`src/rtl/alu_pkg.sv`:
```
// Shared ALU definitions: divider FSM state encoding, default divider width and the
// quotient value reported for a divide by zero.
package alu_pkg;

  typedef enum logic [1:0] {
    IDLE = 2'd0,
    RUN  = 2'd1,
    FIN  = 2'd2
  } div_state_e;

  localparam int unsigned DIV_WIDTH = 4;

  // Sliced down to the divider width at the point of use (widths up to 16 are supported).
  localparam logic [15:0] DIV0_QUOTIENT = 16'hFFFF;

endpackage

```
`src/rtl/addsub_n.sv`:
```
// Ripple-carry adder/subtractor.
// Ports:
//   a, b      in  N  operands
//   mode      in  1  0 = a + b, 1 = a - b (b inverted, carry-in set)
//   sum       out N  result
//   carry     out 1  carry out of the MSB (no-borrow flag in subtract mode)
//   overflow  out 1  signed overflow
module addsub_n #(
  parameter int unsigned N = 5
) (
  input  logic [N-1:0] a,
  input  logic [N-1:0] b,
  input  logic         mode,
  output logic [N-1:0] sum,
  output logic         carry,
  output logic         overflow
);

  logic [N-1:0] b_eff;
  logic [N:0]   c;

  always_comb begin
    b_eff = b ^ {N{mode}};
    c     = '0;
    c[0]  = mode;
    sum   = '0;
    for (int i = 0; i < N; i++) begin
      sum[i]   = a[i] ^ b_eff[i] ^ c[i];
      c[i+1]   = (a[i] & b_eff[i]) | (c[i] & (a[i] ^ b_eff[i]));
    end
    carry    = c[N];
    overflow = c[N] ^ c[N-1];
  end

endmodule

```
`src/rtl/seq_divider.sv`:
```
// Sequential restoring unsigned divider, one quotient bit per clock.
// Ports:
//   clk          in  1      rising-edge clock
//   rst_n        in  1      asynchronous active-low reset
//   start        in  1      request; accepted only in IDLE
//   dividend     in  WIDTH  numerator, captured on accepted start
//   divisor      in  WIDTH  denominator, captured on accepted start
//   busy         out 1      iterations in progress
//   done         out 1      one-cycle pulse when results update
//   quotient     out WIDTH  result, held until the next completion
//   remainder    out WIDTH  result, held until the next completion
//   div_by_zero  out 1      last operation had a zero divisor
module seq_divider
  import alu_pkg::*;
#(
  parameter int unsigned WIDTH = DIV_WIDTH
) (
  input  logic             clk,
  input  logic             rst_n,
  input  logic             start,
  input  logic [WIDTH-1:0] dividend,
  input  logic [WIDTH-1:0] divisor,
  output logic             busy,
  output logic             done,
  output logic [WIDTH-1:0] quotient,
  output logic [WIDTH-1:0] remainder,
  output logic             div_by_zero
);

  localparam int unsigned CntW = $clog2(WIDTH + 1);

  div_state_e       state_q;
  logic [CntW-1:0]  cnt_q;
  // The partial remainder is always below the divisor once an iteration completes, so its
  // top (WIDTH+1'th) bit is provably zero and is not stored.
  logic [WIDTH-1:0] r_q;
  logic [WIDTH-1:0] q_q;
  logic [WIDTH-1:0] dvsr_q;

  logic [WIDTH:0]   rs;
  logic [WIDTH:0]   dvsr_ext;
  logic [WIDTH:0]   trial;
  logic             unused_carry;
  logic             unused_overflow;

  always_comb begin
    rs       = {r_q, q_q[WIDTH-1]};
    dvsr_ext = {1'b0, dvsr_q};
  end

  addsub_n #(
    .N(WIDTH + 1)
  ) u_trial_sub (
    .a        (rs),
    .b        (dvsr_ext),
    .mode     (1'b1),
    .sum      (trial),
    .carry    (unused_carry),
    .overflow (unused_overflow)
  );

  always_ff @(posedge clk or negedge rst_n) begin
    if (!rst_n) begin
      state_q     <= IDLE;
      cnt_q       <= '0;
      r_q         <= '0;
      q_q         <= '0;
      dvsr_q      <= '0;
      busy        <= 1'b0;
      done        <= 1'b0;
      quotient    <= '0;
      remainder   <= '0;
      div_by_zero <= 1'b0;
    end else begin
      done <= 1'b0;
      unique case (state_q)
        IDLE: begin
          if (start) begin
            dvsr_q <= divisor;
            q_q    <= dividend;
            r_q    <= '0;
            cnt_q  <= CntW'(WIDTH);
            if (divisor != '0) begin
              state_q <= RUN;
              busy    <= 1'b1;
            end else begin
              state_q <= FIN;
            end
          end
        end
        RUN: begin
          // Sign bit of the trial difference clear means the divisor fits.
          if (!trial[WIDTH]) begin
            r_q <= trial[WIDTH-1:0];
            q_q <= {q_q[WIDTH-2:0], 1'b1};
          end else begin
            r_q <= rs[WIDTH-1:0];
            q_q <= {q_q[WIDTH-2:0], 1'b0};
          end
          cnt_q <= cnt_q - CntW'(1);
          if (cnt_q == CntW'(1)) begin
            state_q <= FIN;
            busy    <= 1'b0;
          end
        end
        FIN: begin
          done    <= 1'b1;
          state_q <= IDLE;
          if (dvsr_q == '0) begin
            quotient    <= DIV0_QUOTIENT[WIDTH-1:0];
            remainder   <= q_q;  // untouched dividend
            div_by_zero <= 1'b1;
          end else begin
            quotient    <= q_q;
            remainder   <= r_q;
            div_by_zero <= 1'b0;
          end
        end
        default: begin
          state_q <= IDLE;
          busy    <= 1'b0;
        end
      endcase
    end
  end

endmodule

```
`config.mk`:
```
export PLATFORM = sky130hd
export DESIGN_NAME = seq_divider
export DESIGN_NICKNAME = d
export VERILOG_FILES = /design/src/rtl/alu_pkg.sv /design/src/rtl/addsub_n.sv /design/src/rtl/seq_divider.sv
export SDC_FILE = /design/constraint.sdc
export NUM_CORES = 1
export LEC_CHECK = 0
export BUFFER_PORTS_ARGS = -buffer_cell sky130_fd_sc_hd__buf_2
export CORE_AREA = 8 8 75 77
export DETAILED_ROUTE_END_ITERATION = 8
export DIE_AREA = 0 0 83 85
export GPL_ROUTABILITY_DRIVEN = 0
export SLEW_MARGIN = 15
export SYNTH_ARGS = -nofsm -noshare
export SYNTH_HDL_FRONTEND = slang
export SYNTH_SLANG_ARGS = --single-unit
```
`constraint.sdc`:
```
create_clock -name clk -period 2.6 [get_ports clk]
set_input_delay 0.26 -clock clk [delete_from_list [all_inputs] [get_ports clk]]
set_output_delay 0.26 -clock clk [all_outputs]
set_load 0.01 [all_outputs]
```
==> flow_summary.yaml <==
final_layout:
  diodes: 0
  drive_above_1_share: 0.216
  synthToLayoutAreaGrowth_pct: 15.4
  nets: 171
  utilization: 0.345
  design_area_mm2: 0.00157
timing:
  rsz0062_at_grt: "false"
  fin_skew_ns: 0.00194
  min_period_ns: 2.46
  hold_viol_final: 27
  slew_viol_final: 0
  fin_crit_sh: 0.946
  whs_ns: -0.00526
  fmax_mhz: 406
  final-setup-viol-count: 0
  worst_slew_pin_slew_ns: 0.734
  tns_ns: 0
  slew_headroom: 0.510
synth:
  syn_area_per_cell_um2: 10.1
  ys_ff_latch: 28
  synthCells: 134
  synth_area_mm2: 0.00136
  yosysSeqAreaShare: 0.517
  synth_nets: 151
  yosys_warnings: 0
  synth_cell_types: 28
placed_design:
  dpl_cell_area_mm2: 0.00150
  post-dp-hpwl_mm: 1.98
  port_buffers: 21
cts:
  clock_latency_ns: 0.27
  clk_path_buf_depth: 2
  clockRootBuffer: "clkbuf_8"
  cts_sinks: 28
  cts_tree: "done"
  cts_buffers: 3
  postCtsHoldBufs: 0
  clk_pin_slew_ns: 0.09
  ctsResizeCount: 0
  cts_setup_buffers: 0
  htreeDepth: 1
route:
  drc_errors: 0
  antenna_left: 0
  firstDrtPassIters: 4
  drt-total-wl_mm: 2.68
  wl_per_cell_um: 12.9
  drt_iter0_markers: 52
  viasPerCell: 4.63
  vias: 959
power_and_ir_drop:
  combinationalPowerShare: 0.464
  power_frac_clock: 0.135
  p_int_w: 0.00121
  swShare: 0.401
  leakage_nw: 0.752
  power_density_mw_per_mm2: 1290
  seqPwrFrac: 0.401
  switching_power_w: 0.000806
  peakVddDrop_mv: 0.374
die:
  core-area_mm2: 0.00454
  io_pins: 22
  die_area_mm2: 0.00706
  fp.dieW_um: 83
  rows: 25
  initial_utilization: 0.299
  die_h_um: 85
worst_setup_path:
  critical_path_class: "register to register"
  crit_arrival_ns: 2.66
  startpoint_type: "register"
  crit_required_ns: 2.80
  cp_max_fo: 5
  cp-end-kind: "register"
grt:
  grt_max_degree: 29
  grt_overflow: 0
  grt_first_pass_wirelength_mm: 4.55
  track_usage: 0.0762
  first_global_vias: 953
  grt_antenna_before_repair: 0
worst_hold_path:
  hold_path_class: "primary input to asynchronous set/reset pin"
outcome:
  violations: "hold timing"
  status: "complete, but fails checks"
job:
  cap_violations: 0
==> final cells by class <==
cell class / instances / area (um^2)
fillers: 463 / 2970
flip-flops and latches: 28 / 701
multi-input cells: 91 / 603
repair buffers: 21 / 105
well taps: 54 / 67.6
clock buffers: 4 / 55.1
inverters: 9 / 33.8
==> per-stage QoR <==
| step | total power, W | cells | setup WS, ns |
|---|---|---|---|
| 2_1_floorplan | 0.00150 | 134 | 0.262 |
| 3_5_place_dp | 0.00175 | 203 | 0.0864 |
| 4_1_cts | 0.00202 | 207 | 0.0679 |
| 3_3_place_gp | 0.00172 | 203 | 0.163 |
| 5_1_grt | 0.00221 | 207 | 0.0000804 |
| 6_report | 0.00201 | 207 | 0.140 |
==> sequential cells by signal, summed over array words and instances (netlist names) <==
signal / flops
remainder: 4
div_by_zero: 1
r_q: 4
quotient: 4
dvsr_q: 4
q_q: 4
state_q: 2
done: 1
cnt_q: 3
busy: 1
==> worst paths after layout <==
kind / from / to / slack [ns] / depth (start not counted)
hold / removal: rst_n / quotient[0]$_DFFE_PN0P_ / -0.005 / 1
max in group asynchronous: rst_n / cnt_q[1]$_DFFE_PN0P_ / 2.20 / 1
setup / recovery: q_q[3]$_DFFE_PN0P_ / r_q[0]$_DFFE_PN0P_ / 0.14 / 9
hold reg to reg: quotient[0]$_DFFE_PN0P_ / quotient[0]$_DFFE_PN0P_ / 0.49 / 2
setup reg to reg: q_q[3]$_DFFE_PN0P_ / r_q[0]$_DFFE_PN0P_ / 0.14 / 9
min in group clk: divisor[2] / dvsr_q[2]$_DFFE_PN0P_ / 0.19 / 3
==> cell usage after synthesis (all sizes together) <==
cell type	instances	area, um^2
a21oi	1	5.00
a31oi	3	18.8
buf	3	15.0
clkbuf	3	11.3
dfrtp	28	701
fa	3	60.1
ha	3	37.5
inv	9	33.8
mux2	4	45.0
mux2i	5	50.1
nand2	27	101
nand2b	4	25.0
nand3	7	35.0
nand3b	2	15.0
nor2	7	26.3
nor2b	1	6.26
nor3b	1	12.5
nor4	2	27.5
o211ai	1	7.51
o21ai	16	87.6
o311ai	1	8.76
or3b	1	8.76
xnor2	1	8.76
xor2	1	8.76
==> layout by cell type, fill, tap and decap left out, types with 4 or more instances in the layout <==
cell / count
nand3_1: 7
mux2i_1: 5
o21ai_1: 13
clkbuf_8: 4
inv_1: 9
buf_2: 21
nand2_1: 27
dfrtp_1: 28
nor2_1: 7
nand2b_1: 4
==> per-layer routing <==
layer,part of all wire,GRT usage,vias to the layer above
met4,0.010,0.0288,0
met2,0.46,0.122,18
met5,0,0,-
li1,-,-,482
met1,0.48,0.0933,455
met3,0.048,0.0239,4
==> power by group through the flow <==
stage / Combinational, W / Clock (W) / Sequential, W
2_1_floorplan: 0.000692 / 0 / 0.000811
3_3_place_gp: 0.000914 / 0 / 0.000811
3_5_place_dp: 0.000930 / 0 / 0.000818
4_1_cts: 0.000934 / 0.000282 / 0.000808
5_1_grt: 0.00108 / 0.000293 / 0.000837
6_report: 0.000933 / 0.000272 / 0.000807
==> logic make-up (layout without fill, tap and decap cells) <==
| kind of cell | after synthesis | in the layout | share of synthesized area |
|---|---|---|---|
| flip-flops | 28 | 28 | 0.517 |
| buffers and inverters | 15 | 34 | 0.0443 |
| AO/OA/AOI/OAI | 22 | 22 | 0.0941 |
| multiplexers | 9 | 9 | 0.0701 |
| XOR/XNOR | 2 | 2 | 0.0129 |
| AND/OR/NAND/NOR | 52 | 52 | 0.190 |
| adder cells (fa/ha/maj) | 6 | 6 | 0.0720 |
==> worst max-delay path, cell delays in order, from the launching register on <==
cell and delay (ns):
dfrtp_1 0.40, inv_1 0.07, ha_1 0.20, fa_1 0.37, fa_1 0.36, inv_1 0.07
fa_1 0.22, xnor2_2 0.19, mux2_2 0.38, o21ai_1 0.12
No activity file was read; power rests on OpenSTA's default activity.
